### src/rtl/window_pkg.sv
// window_pkg: shared state/event encodings and default timing for the window motor sequencer.
package window_pkg;
  localparam int RUN_CYCLES_DEF = 1000;
  localparam int DEAD_CYCLES_DEF = 16;
  localparam int CNT_W_DEF = 16;
  typedef enum logic [2:0] {
    IDLE_CLOSED = 3'd0,
    OPENING     = 3'd1,
    IDLE_OPEN   = 3'd2,
    CLOSING     = 3'd3,
    BRAKE       = 3'd4,
    FAULT       = 3'd5
  } state_t;
  // Listed from highest to lowest priority; only the winner is acted on each cycle.
  typedef enum logic [2:0] {
    EV_NONE    = 3'd0,
    EV_BOTH    = 3'd1,
    EV_LIMIT   = 3'd2,
    EV_OBST    = 3'd3,
    EV_TIMEOUT = 3'd4,
    EV_PRESS   = 3'd5
  } event_t;
endpackage

### src/rtl/window_timer.sv
// window_timer: loadable down-counter that sticks at zero.
// Ports: clk, n_reset (sync, active-low), load/load_val (load wins over en),
//        en (decrement while nonzero), zero (count == 0).
module window_timer #(
  parameter int CNT_W = 16
) (
  input  logic             clk,
  input  logic             n_reset,
  input  logic             load,
  input  logic             en,
  input  logic [CNT_W-1:0] load_val,
  output logic             zero
);
  logic [CNT_W-1:0] count;
  always_ff @(posedge clk) begin
    if (!n_reset) count <= '0;
    else if (load) count <= load_val;
    else if (en && count != '0) count <= count - 1'b1;
  end
  assign zero = count == '0;
endmodule

### src/rtl/window_motor_sequencer.sv
// window_motor_sequencer: drives the window H-bridge from a button pulse with limits, watchdog, anti-pinch and dead-time.
// Ports: clk, n_reset (sync, active-low); button_press (1-cycle pulse), limit_open, limit_closed,
//        obstruction (level); motor_cw (open), motor_ccw (close), busy, fault, pinch_seen (sticky).
module window_motor_sequencer
  import window_pkg::*;
#(
  parameter int RUN_CYCLES  = RUN_CYCLES_DEF,
  parameter int DEAD_CYCLES = DEAD_CYCLES_DEF,
  parameter int CNT_W       = CNT_W_DEF
) (
  input  logic clk,
  input  logic n_reset,
  input  logic button_press,
  input  logic limit_open,
  input  logic limit_closed,
  input  logic obstruction,
  output logic motor_cw,
  output logic motor_ccw,
  output logic busy,
  output logic fault,
  output logic pinch_seen
);
  state_t state, state_nxt, target, target_nxt;
  event_t ev;
  logic pinch_nxt, run_state, run_zero, run_load, dead_zero, dead_load;
  assign run_state = state == OPENING || state == CLOSING;
  // Timers reload only on the edge that enters their state, so a run always starts from a full budget.
  assign run_load = (state_nxt == OPENING || state_nxt == CLOSING) && state_nxt != state;
  assign dead_load = state_nxt == BRAKE && state != BRAKE;
  window_timer #(.CNT_W(CNT_W)) u_run (
    .clk(clk), .n_reset(n_reset), .load(run_load), .en(run_state),
    .load_val(CNT_W'(RUN_CYCLES - 1)), .zero(run_zero)
  );
  window_timer #(.CNT_W(CNT_W)) u_dead (
    .clk(clk), .n_reset(n_reset), .load(dead_load), .en(state == BRAKE),
    .load_val(CNT_W'(DEAD_CYCLES - 1)), .zero(dead_zero)
  );
  always_comb begin
    ev = (limit_open && limit_closed) ? EV_BOTH :
         ((state == OPENING && limit_open) || (state == CLOSING && limit_closed)) ? EV_LIMIT :
         (state == CLOSING && obstruction) ? EV_OBST :
         (run_state && run_zero) ? EV_TIMEOUT :
         button_press ? EV_PRESS : EV_NONE;
    state_nxt = state;
    target_nxt = target;
    pinch_nxt = pinch_seen;
    case (state)
      IDLE_CLOSED: begin
        if (ev == EV_BOTH) state_nxt = FAULT;
        else if (ev == EV_PRESS && !limit_open) begin
          state_nxt = BRAKE;
          target_nxt = OPENING;
        end
      end
      IDLE_OPEN: begin
        if (ev == EV_BOTH) state_nxt = FAULT;
        else if (ev == EV_PRESS && !limit_closed) begin
          state_nxt = BRAKE;
          target_nxt = CLOSING;
          pinch_nxt = 1'b0;
        end
      end
      BRAKE: begin
        if (ev == EV_BOTH) state_nxt = FAULT;
        else if (dead_zero) state_nxt = target;
      end
      OPENING: begin
        if (ev == EV_BOTH || ev == EV_TIMEOUT) state_nxt = FAULT;
        else if (ev == EV_LIMIT || ev == EV_PRESS) begin
          state_nxt = BRAKE;
          target_nxt = IDLE_OPEN;
        end
      end
      CLOSING: begin
        if (ev == EV_BOTH || ev == EV_TIMEOUT) state_nxt = FAULT;
        else if (ev == EV_LIMIT) begin
          state_nxt = BRAKE;
          target_nxt = IDLE_CLOSED;
        end else if (ev == EV_OBST) begin
          state_nxt = BRAKE;
          target_nxt = OPENING;
          pinch_nxt = 1'b1;
        end else if (ev == EV_PRESS) begin
          state_nxt = BRAKE;
          target_nxt = IDLE_OPEN;
        end
      end
      FAULT: state_nxt = FAULT;
      default: state_nxt = FAULT;
    endcase
  end
  always_ff @(posedge clk) begin
    if (!n_reset) begin
      state <= IDLE_CLOSED;
      target <= IDLE_CLOSED;
      pinch_seen <= 1'b0;
    end else begin
      state <= state_nxt;
      target <= target_nxt;
      pinch_seen <= pinch_nxt;
    end
  end
  assign motor_cw = state == OPENING;
  assign motor_ccw = state == CLOSING;
  assign busy = !(state == IDLE_CLOSED || state == IDLE_OPEN || state == FAULT);
  assign fault = state == FAULT;
endmodule

### config.mk
export PLATFORM = sky130hd
export DESIGN_NAME = window_motor_sequencer
export DESIGN_NICKNAME = d
export VERILOG_FILES = /design/src/rtl/window_pkg.sv /design/src/rtl/window_timer.sv /design/src/rtl/window_motor_sequencer.sv
export SDC_FILE = /design/constraint.sdc
export NUM_CORES = 1
export LEC_CHECK = 0
export BUFFER_PORTS_ARGS = -buffer_cell sky130_fd_sc_hd__clkbuf_2
export CAP_MARGIN = 0
export CORE_MARGIN = 3
export CORE_UTILIZATION = 54
export CTS_CLUSTER_DIAMETER = 200
export DETAILED_ROUTE_END_ITERATION = 6
export HOLD_SLACK_MARGIN = 0.12
export PLACE_DENSITY_LB_ADDON = 0.08
export SLEW_MARGIN = 20
export SYNTH_ARGS = -nofsm -noshare
export SYNTH_HDL_FRONTEND = slang
export SYNTH_SLANG_ARGS = --single-unit
### constraint.sdc
create_clock -name clk -period 2.6 [get_ports clk]
set_input_delay 0.39 -clock clk [delete_from_list [all_inputs] [get_ports clk]]
set_output_delay 0.39 -clock clk [all_outputs]
set_load 0.005 [all_outputs]
---- Word-level counts from Yosys, hierarchy flattened ----
Cells that the tools add are included.
cells by class
  add/sub/neg operators ................... 2
  eq/ne operators ......................... 25
  mux-type cells .......................... 39
  bitwise gates (word level) .............. 1
  reduce and logical (&&, ||, !) cells .... 34
operators with widths
  kind                   number
  $mux 3                 27
  $logic_not 16->1       2
  $reduce_bool 16->1     2
  $sub 16x1->16 const B  2
  $mux 10                2
  $eq 3x2->1 const B     5
  $eq 3x3->1 const B     5
  $pmux 3 s5             1
  $ne 2x2->1 const B     7
  $pmux 3 s4             1
  $logic_and 1x1->1      11
  $eq 3x1->1 const B     3
  $reduce_and 9->1       1
  $mux 4                 2
  $logic_or 1x1->1       7
  $reduce_and 6->1       1
  $reduce_bool 2->1      3
  $mux 1                 5
  $ne 2x1->1 const B     2
  $ne 4x1->1 const B     1
  $reduce_bool 4->1      1
  $reduce_or 2->1        2
  $logic_not 1->1        3
  $logic_not 3->1        1
  other kinds (4)        4
storage, ports and cells
  bits in registers ....................... 39
  bits of input ports ..................... 6
  output and inout port bits .............. 5
  word-level logic and storage cells ...... 108

---- Depth between registers and ports, before layout ----
Gate-level depths: netlist of run 1.
  depth after elaboration ................. 17
  depth in mapped cells ................... 9
  depth with buffers taken out ............ 8

---- Cells and area by module ----
A second synthesis of run 1 with hierarchy kept.
second synthesis, totals
  cell total of the unflattened synthesis .. 310
  area, all modules ....................... 2517.4 um^2
by module, submodules not included
  module                  instances  cells each  area each (um^2)  seq. area each (um^2)
  window_timer (u_run)    1          119         1004.7            320.3
  window_timer (u_dead)   1          114         922.1             320.3
  window_motor_sequencer  1          77          590.6             120.1

---- Worst setup path after synthesis of run 1 ----
Ideal clock, no wire load.
  path kind ............................... reg2reg
  start point ............................. register u_dead.count[0]
  end point ............................... register u_run.count[2]
  library setup time ...................... 0.074 ns
  arrival ................................. 2.478 ns
  required time ........................... 2.526 ns
  setup slack ............................. 0.048 ns
  stages on the path, launching flop included .. 10
  path buffers ............................ 1
  period minus slack after synthesis ...... 2.552 ns
  cell sequence ........................... dfxtp_1 > inv_1 > ha_1 > or4b_4 > nor4b_4 > a21oi_1 > a2111o_1 > or3_1 > buf_2 > a31oi_1
on the way
  word-level cells in the longest chain between the ends .. 8
  elaborated cells on any way between the ends .. 11
  those cells by class .................... eq/ne (3); mux (4); reduce/logical (4)
ends and longest elaborated chain
  what                                          line                          source
  from (decl)                                   window_timer.sv:14            logic [CNT_W-1:0] count;
  from (signal assigned)                        window_timer.sv:17            else if (load) count <= load_val;
  from (signal assigned)                        window_timer.sv:18            else if (en && count != '0) count <= count - 1'b1;
  $logic_not 16->1 *                            window_timer.sv:20            assign zero = count == '0;
  $mux 3 *                                      window_motor_sequencer.sv:65  else if (dead_zero) state_nxt = target;
  $mux 3 *                                      window_motor_sequencer.sv:64  if (ev == EV_BOTH) state_nxt = FAULT;
  $pmux 3 s5 *                                  window_motor_sequencer.sv:47  case (state)
  $eq 3x1->1 or $eq 3x2->1 (tied branches)      window_motor_sequencer.sv:28  assign run_load = (state_nxt == OPENING || state_nxt == CLOSING) && state_nxt != state;
  $logic_or 1x1->1                              window_motor_sequencer.sv:28
  $logic_and 1x1->1 *                           window_motor_sequencer.sv:28
  $mux 10 or $reduce_bool 2->1 (tied branches)  -
  to (signal assigned)                          window_timer.sv:17
  to (signal assigned)                          window_timer.sv:18
  to (decl)                                     window_timer.sv:14
Every way passes the cells marked *; elsewhere a longest branch is shown, timed or not.
A chain may end at the register's enable or synchronous reset.

---- Worst setup path after layout of run 1 ----
  start point ............................. register u_dead.count[0]
  end point ............................... register u_run.count[5]
Same word-level chain as after synthesis.

==> results.toml, run 1 <==
[run_status]
outcome = "finished, final reports clean"

[sta]
worst_pin_slew_ps = 602
slew_viol_final = 0
hold_viol_final = 0
rsz0062_at_grt = "true"
finalSetupViolCount = 0
max_freq_mhz = 389
finClkSkew_ps = 6.44
fin_crit_ps = 2570
finalSetupTns_ps = 0
setup_slack_ps = 29.3
slew_headroom = 0.598
fin_crit_sh = 0.989

[logic_synthesis]
yosysMostFrequentCell = "dfxtp_1"
yosysUniqueCellTypes = 45
yosys-top-cells-count = "dfxtp_1 (38), nor2_1 (36), xnor2_1 (23)"
yosysSeqAreaShare = 0.378
synth-edff-count = 0
synth.cell_area_mm2 = 0.00201
synth_async_sr_flop_share = 0
synth_top_flop_cell = "dfxtp_1"
syn_inst = 241
syn_avg_cell_area_um2 = 8.35
synthTopCellsByArea = "dfxtp_1 (38%), xnor2_1 (10%), nor2_1 (6.7%)"
yosysTopAreaCell = "dfxtp_1"
synth.top_cell.area_share = 0.378
ys_ff_latch = 38
syn_nets = 250
synth_warnings = 0

[drt]
drt-wirelength-per-cell_um = 14.6
vias = 1849
drc = 0
dr.pass1.iters = 4
drt-vias-per-instance = 5.65
drt_iter0_markers = 151
ant_nets = 0
wirelength_mm = 4.78

[critical_path]
arrival_ps = 2780
cp_slowest_stage_delay_ps = 480
cp-end-kind = "flip-flop"
r2r_start = "u_dead.count[0]$_SDFFE_PN0P_"
regToRegSetupSlack_ps = 30
start_kind = "flip-flop"
worst-path-buf-inv = 1
r2r-end = "u_run.count[5]$_SDFFE_PN0P_"
worst_path_dominant_cell_family = "simple AND/OR/NAND/NOR gates"
critPathKind = "flip-flop to flip-flop"
slowest_stage = "or4b_4"
critPathRequiredTime_ps = 2810
cp_max_fo = 8
crit_chain = "inv_2 -> ha_4 -> or4b_4 -> nor4b_4 -> a21oi_2 -> a2111o_1 -> or3_4 -> a31oi_1"
worstRegToRegCells = 8

[clock_tree]
cts_tree = "built"
clk_pin_slew_worst_paths_ps = 70
clockRootBuffer = "clkbuf_8"
clockBufferDepth = 2
cts_num_sinks = 38
cts_buffers = 5
hold_buffers = 0
htreeDepth = 2
insertion_delay_ps = 290

[global_route]
grt_pass1_vias = 1656
grt_first_pass_wirelength_mm = 7.65
use_met2 = 0.331
grtUsageMet3 = 0.0590
grtUsageTotal = 0.227
grt.overflow.total = 0
grt_max_degree = 17
antenna_found_initial = 0
top_usage_layer = "met2"
grt_use_met1 = 0.313

[finish]
final_area_mm2 = 0.00251
area_growth_pct = 24.7
diodes = 0
nets = 290
drive_gt1_frac = 0.246

[power_and_ir_drop]
p_seq_frac = 0.295
leakagePower_nw = 1.01
swShare = 0.380
p_int_mw = 1.82
powerDensity_mw_per_mm2 = 1170
combPwrFrac = 0.532
p_clk_frac = 0.173
p_sw_mw = 1.12
power.total_mw = 2.94
ir_drop_mv = 0.619

[floorplan]
num_rows = 21
core_mm2 = 0.00347
die-area_mm2 = 0.00450
start_util = 0.580
dieWidth_um = 67.1
die_h_um = 67.1
ios = 11

[worst_hold_path]
worstHoldPathCells = 3
holdPathEnd = "target[1]$_SDFFE_PN0P_"
holdCritPathClass = "input pin to flip-flop"
worstHoldStart = "n_reset"

[place]
io_buffer_count = 10
routabilityCongestion = 0.922
detailedPlace.worstSlack_ps = -84.0
dpl.hpwl_mm = 3.32
place_area_mm2 = 0.00231

[flow_run]
maxCapViolations = 0
-- worst max-delay path by stage --
stage,startpoint,depth (start not counted),to,slack [ps]
floorplan,u_dead.count[0]$_SDFFE_PN0P_,9,u_run.count[2]$_SDFFE_PN0P_,50
global placement,limit_open,8,u_run.count[11]$_SDFFE_PP0P_,-60
detailed placement,limit_open,8,u_run.count[11]$_SDFFE_PP0P_,-80
CTS,u_dead.count[0]$_SDFFE_PN0P_,8,u_run.count[11]$_SDFFE_PP0P_,-70
global route,u_dead.count[1]$_SDFFE_PN0P_,9,u_run.count[5]$_SDFFE_PN0P_,-80
finish,u_dead.count[0]$_SDFFE_PN0P_,8,u_run.count[5]$_SDFFE_PN0P_,30
-- cell type report --
cell class              instances  area [µm²]
clock inverters                 1        30.0
flip-flops and latches         38         763
clock buffers                   6        82.6
fillers                       295         957
inverters                      13        48.8
well taps                      46        57.6
multi-input cells             181        1240
repair buffers                 42         290
-- power groups by stage --
stage / Sequential (mW) / Clock [mW] / Combinational, mW
after floorplan: 0.852 / 0 / 0.949
after global placement: 0.863 / 0 / 1.40
after detailed placement: 0.867 / 0 / 1.42
after CTS: 0.856 / 0.520 / 1.43
after global routing: 0.883 / 0.544 / 1.72
final: 0.866 / 0.509 / 1.56
-- flip-flops by register name, indices dropped and copies added (netlist names) --
register      count
u_run.count      16
state             3
target            2
u_dead.count     16
pinch_seen        1
-- kinds of logic after synthesis --
| family | Yosys count | share of synthesized area |
|---|---|---|
| compound gates | 43 | 0.140 |
| mux | 3 | 0.0162 |
| flops | 38 | 0.378 |
| buf+inv | 22 | 0.0423 |
| simple gates | 104 | 0.283 |
| fa+ha+maj | 3 | 0.0186 |
| xor+xnor | 28 | 0.122 |
-- timing repair --
action | in CTS | in global routing
gates resized for setup | 0 | 16
pin swaps | 0 | 6
buffers inserted | 0 | 2
setup endpoints to repair | 16 | 34
endpoints found under the hold margin | 0 | 0
-- layer usage --
| layer | routed length [µm] | up-vias |
|---|---|---|
| met1 | 2220 | 852 |
| met4 | 93 | 0 |
| met3 | 245 | 9 |
| met2 | 2220 | 52 |
| li1 | - | 936 |
| met5 | 0 | - |
-- cells in the final DEF (no fill, tap or decap), types with 3 or more instances in the layout --
| cell | synthesis | routed |
|---|---|---|
| nor2_1 | 36 | 36 |
| dfxtp_1 | 38 | 36 |
| buf_4 | 0 | 32 |
| xnor2_1 | 23 | 23 |
| a21oi_1 | 18 | 15 |
| nor3_1 | 13 | 13 |
| inv_1 | 13 | 11 |
| nor4_1 | 10 | 10 |
| clkbuf_2 | 0 | 10 |
| nand2_1 | 9 | 9 |
| clkbuf_8 | 0 | 6 |
| o21ai_0 | 5 | 5 |
| or3_1 | 6 | 5 |
| a31oi_1 | 5 | 5 |
| xor2_1 | 5 | 5 |
| or4_1 | 4 | 4 |
| nand3_1 | 4 | 4 |
| o211ai_1 | 3 | 3 |
| a21oi_2 | 0 | 3 |
-- stage by stage --
stage                     hold WS (ps)   util  cells
after global placement             451  0.666    318
final                              448  0.724    327
after detailed placement           476  0.666    318
after CTS                          423  0.698    325
after floorplan                    438      -    241
after global routing               451  0.724    327
-- tightest hold or removal path, stage by stage --
cell	delay [ps]
clkbuf_2	150
nand2_1	90
mux2i_1	60
Note: power is estimated with default switching activity, not from simulation.
==> inputs of run 2 (changes only) <==
--- a/config.mk
+++ b/config.mk
@@ -7,6 +7,7 @@
 export LEC_CHECK = 0
 export BUFFER_PORTS_ARGS = -buffer_cell sky130_fd_sc_hd__clkbuf_2
 export CAP_MARGIN = 0
+export CORE_ASPECT_RATIO = 0.6
 export CORE_MARGIN = 3
 export CORE_UTILIZATION = 54
 export CTS_CLUSTER_DIAMETER = 200
==> run 2 against run 1 <==
Net effect: hold slack improved by 0.86 ps; sequential share of layout area increased by 0.74 points; first-iteration DRC count increased by 7.3%; power decreased by 6.3%; via count decreased by 0.16%; combinational power decreased by 6%; die area increased by 0.53%; clock skew decreased by 1.5 ps; fmax increased by 3.2%; register-to-register slack improved by 80 ps.
==> results.toml, run 2 (synthesized netlist as in run 1, its figures left out) <==
[clock_tree]
cts_tree = "built"
htreeDepth = 2
cts_num_sinks = 38
hold_buffers = 0
cts_buffers = 5
clk_pin_slew_worst_paths_ps = 70
clockBufferDepth = 2
insertion_delay_ps = 290
clockRootBuffer = "clkbuf_8"

[finish]
area_growth_pct = 21.4
largest_registers = "u_dead.count x16, u_run.count x16, state x3"
diodes = 0
final_area_mm2 = 0.00244
utilization = 0.718
layout_common_cells = "dfxtp_1 (38), nor2_1 (36), buf_4 (27)"
drive_gt1_frac = 0.213
final_common_cell = "dfxtp_1"
nets = 285

[drt]
drt_iter0_markers = 162
drc = 0
drt-vias-per-instance = 5.73
ant_nets = 0
dr.pass1.iters = 5
vias = 1846
drt-wirelength-per-cell_um = 15.4
wirelength_mm = 4.95

[critical_path]
r2r_start = "u_dead.count[0]$_SDFFE_PN0P_"
arrival_ps = 2710
r2r-end = "u_run.count[6]$_SDFFE_PN0P_"
worstRegToRegCells = 8
regToRegSetupSlack_ps = 110
start_kind = "flip-flop"
cp_max_fo = 8
critPathKind = "flip-flop to flip-flop"
cp-end-kind = "flip-flop"
critPathRequiredTime_ps = 2810

[place]
place_area_mm2 = 0.00227
routabilityCongestion = 0.915
io_buffer_count = 10
detailedPlace.worstSlack_ps = -120
dpl.hpwl_mm = 3.66

[power_and_ir_drop]
powerDensity_mw_per_mm2 = 1130
leakagePower_nw = 0.978
ir_drop_mv = 0.646

[floorplan]
num_rows = 16
dieWidth_um = 84.8
die_h_um = 53.3
start_util = 0.592
ios = 11
die-area_mm2 = 0.00452
core_mm2 = 0.00340

[flow_run]
maxCapViolations = 0

[worst_hold_path]
holdPathEnd = "state[2]$_SDFF_PN0_"
worstHoldPathCells = 2
worstHoldStart = "n_reset"
holdCritPathClass = "input pin to flip-flop"

[global_route]
grtUsageTotal = 0.243
grtUsageMet3 = 0.0840
top_usage_layer = "met1"
use_met2 = 0.294
grt_pass1_vias = 1716
grt.overflow.total = 0
grt_use_met1 = 0.384
grt_max_degree = 17
antenna_found_initial = 0
grt_first_pass_wirelength_mm = 8.49

[sta]
slew_viol_final = 0
setup_slack_ps = 108
max_freq_mhz = 401
hold_viol_final = 0
holdWs_ps = 449
fin_crit_sh = 0.958
slew_headroom = 0.559
worst_pin_slew_ps = 657
fin_crit_ps = 2490
finClkSkew_ps = 4.97
finalSetupViolCount = 0

[run_status]
outcome = "finished, final reports clean"
[run 2: how the worst max path moves through the flow]
stage | start | slack [ps] | cells after the start | end
2_1_floorplan | u_dead.count[0]$_SDFFE_PN0P_ | 50 | 9 | u_run.count[2]$_SDFFE_PN0P_
3_3_place_gp | limit_closed | -10 | 9 | target[1]$_SDFFE_PN0P_
3_5_place_dp | limit_closed | -120 | 8 | u_run.count[9]$_SDFFE_PN0P_
4_1_cts | u_dead.count[0]$_SDFFE_PN0P_ | 10 | 9 | u_dead.count[15]$_SDFFE_PP0P_
5_1_grt | u_dead.count[0]$_SDFFE_PN0P_ | -3 | 9 | u_run.count[0]$_SDFFE_PN0P_
6_report | u_dead.count[0]$_SDFFE_PN0P_ | 110 | 8 | u_run.count[6]$_SDFFE_PN0P_
[run 2: power breakdown]
part	internal, mW	switching [mW]	leakage (nW)	total (mW)
sequential	0.735	0.139	0.310	0.874
clock	0.214	0.202	0.0482	0.416
combinational	0.714	0.749	0.620	1.46
[run 2: critical path: stages (launching register included)]
cell and delay [ps]:
dfxtp_1 320, inv_1 100, ha_1 170, or4b_4 490
nor4b_4 240, a21oi_1 100, a2111o_1 350, or3_4 460
a21oi_1 170
[run 2: repair_timing]
item                       in CTS  in global routing
gates resized for setup         2                  8
gates cloned                    0                  0
pin swaps                       0                  4
setup endpoints to repair      10                 34
setup buffers                   0                  2
[run 2: final cells by class]
class	instances	area (µm²)
Clock buffer	7	86.3
Clock inverter	1	5.00
Fill cell	267	960
Inverter	13	48.8
Multi-Input combinational cell	181	1230
Sequential cell	38	761
Tap cell	45	56.3
Timing Repair Buffer	37	253
[run 2: metrics by stage]
stage                     setup TNS (ps)  total power, mW  cells
after detailed placement           -1140             2.21    312
after CTS                              0             2.64    320
after global routing               -4.02             2.95    322
final                                  0             2.75    322
after floorplan                        0             1.80    241
after global placement             -12.6             2.21    312
[run 2: per-layer routing]
metal / vias to the layer above / part of all wire / wire length, µm
met4: 0 / 0.0077 / 38
met5: - / 0 / 0
met2: 83 / 0.34 / 1710
li1: 925 / - / -
met3: 7 / 0.093 / 461
met1: 831 / 0.55 / 2750
==> inputs of run 3 (changes only) <==
--- a/config.mk
+++ b/config.mk
@@ -7,9 +7,11 @@
 export LEC_CHECK = 0
 export BUFFER_PORTS_ARGS = -buffer_cell sky130_fd_sc_hd__clkbuf_2
 export CAP_MARGIN = 0
+export CELL_PAD_IN_SITES_DETAIL_PLACEMENT = 0
+export CELL_PAD_IN_SITES_GLOBAL_PLACEMENT = 1
 export CORE_ASPECT_RATIO = 0.6
 export CORE_MARGIN = 3
-export CORE_UTILIZATION = 54
+export CORE_UTILIZATION = 41
 export CTS_CLUSTER_DIAMETER = 200
 export DETAILED_ROUTE_END_ITERATION = 6
 export HOLD_SLACK_MARGIN = 0.12
==> run 3 against run 2 <==
Net effect: die area up 29%; wire length decreased by 1.7%; combinational power rose by 3%; fmax is 3.1% lower; core utilization fell by 18 points.
==> results.toml, run 3 (synthesized netlist as in run 1, its figures left out) <==
[finish]
diodes = 0
largest_registers = "u_dead.count x16, u_run.count x16, state x3"
drive_gt1_frac = 0.249
layout_common_cells = "nor2_1 (36), dfxtp_1 (36), buf_4 (30)"
nets = 289
area_growth_pct = 24.2

[sta]
hold_viol_final = 0
slew_headroom = 0.683
fin_crit_sh = 0.989
holdWs_ps = 428
setup_slack_ps = 28.4
slew_viol_final = 0
max_freq_mhz = 389
rsz0062_at_grt = "true"
finalSetupTns_ps = 0
worst_pin_slew_ps = 472
finClkSkew_ps = 5.65
fin_crit_ps = 2570
finalSetupViolCount = 0

[worst_hold_path]
holdCritPathClass = "input pin to flip-flop"
worstHoldPathCells = 2

[place]
dpl.hpwl_mm = 3.52
detailedPlace.worstSlack_ps = -54.1
routabilityCongestion = 0.831
io_buffer_count = 10

[drt]
vias = 1820
wirelength_mm = 4.87
dr.pass1.iters = 4
ant_nets = 0
drc = 0
drt-vias-per-instance = 5.29
drt-wirelength-per-cell_um = 14.1
drt_iter0_markers = 106

[critical_path]
critPathRequiredTime_ps = 2830
cp_max_fo = 8
critPathKind = "flip-flop to flip-flop"
worstRegToRegCells = 8
start_kind = "flip-flop"
cp-end-kind = "flip-flop"
arrival_ps = 2800
regToRegSetupSlack_ps = 30

[run_status]
outcome = "finished, final reports clean"

[clock_tree]
hold_buffers = 0
clk_pin_slew_worst_paths_ps = 80
htreeDepth = 2
cts_buffers = 5
cts_tree = "built"
clockRootBuffer = "clkbuf_8"
cts_num_sinks = 38
clockBufferDepth = 2
insertion_delay_ps = 290

[floorplan]
start_util = 0.432
die-area_mm2 = 0.00581
ios = 11
die_h_um = 60.3
core_mm2 = 0.00466
dieWidth_um = 96.5
num_rows = 19

[power_and_ir_drop]
leakagePower_nw = 0.991
powerDensity_mw_per_mm2 = 1130
ir_drop_mv = 0.525

[global_route]
grt.overflow.total = 0
grtUsageTotal = 0.182
antenna_found_initial = 0
grt_first_pass_wirelength_mm = 8.00
grt_max_degree = 17
grt_pass1_vias = 1606

[flow_run]
maxCapViolations = 0
[run 3: cell count changes in the layout (fill, tap and decap cells not counted), moves of 2 or more]
cell,change
a2111oi_4,-2
inv_1,-2
dfxtp_2,+2
dfxtp_1,-2
a21oi_1,-3
a21oi_2,+3
buf_4,+3
inv_2,+2
[run 3: worst max-delay path: stages, from the launching register on]
cell,delay [ps]
dfxtp_2,330
inv_2,80
ha_4,130
or4b_4,470
nor4b_4,410
a21oi_2,110
a2111o_1,340
or3_4,470
a31oi_1,170
[run 3: power by group]
part | internal (mW) | switching (mW)
sequential | 0.738 | 0.137
combinational | 0.751 | 0.759
clock | 0.213 | 0.223
[run 3: per-layer routing]
metal,vias to the layer above,global-route usage,part of all wire
met5,-,0,0
met4,0,0.0599,0.012
met3,7,0.0591,0.062
met2,40,0.224,0.38
met1,826,0.284,0.54
li1,947,-,-
[run 3: what timing repair did]
action | CTS | global route
buffers inserted | 0 | 1
pin swaps | 0 | 5
gates resized for setup | 1 | 14
setup endpoints to repair | 8 | 33
[run 3: cell type report]
type	instances	area (µm²)
Sequential cell	38	763
Clock buffer	6	82.6
Tap cell	63	78.8
Fill cell	448	2160
Clock inverter	2	12.5
Timing Repair Buffer	41	295
Multi-Input combinational cell	181	1220
Inverter	13	48.8
[run 3: final timing paths]
check	end	startpoint
setup / recovery	u_run.count[5]$_SDFFE_PN0P_	u_dead.count[0]$_SDFFE_PN0P_
hold / removal	state[2]$_SDFF_PN0_	n_reset
setup reg to reg	u_run.count[5]$_SDFFE_PN0P_	u_dead.count[0]$_SDFFE_PN0P_
hold reg to reg	target[1]$_SDFFE_PN0P_	target[1]$_SDFFE_PN0P_
[run 3: through the flow]
| step | cells | utilization | instance area (µm²) | power, mW |
|---|---|---|---|---|
| 6_report | 344 | 0.537 | 2500 | 2.82 |
| 5_1_grt | 344 | 0.537 | 2500 | 3.05 |
| 4_1_cts | 343 | 0.524 | 2440 | 2.72 |
| 3_5_place_dp | 335 | 0.503 | 2340 | 2.27 |
| 3_3_place_gp | 335 | 0.503 | 2340 | 2.28 |
| 2_1_floorplan | 241 | - | 2010 | 1.80 |
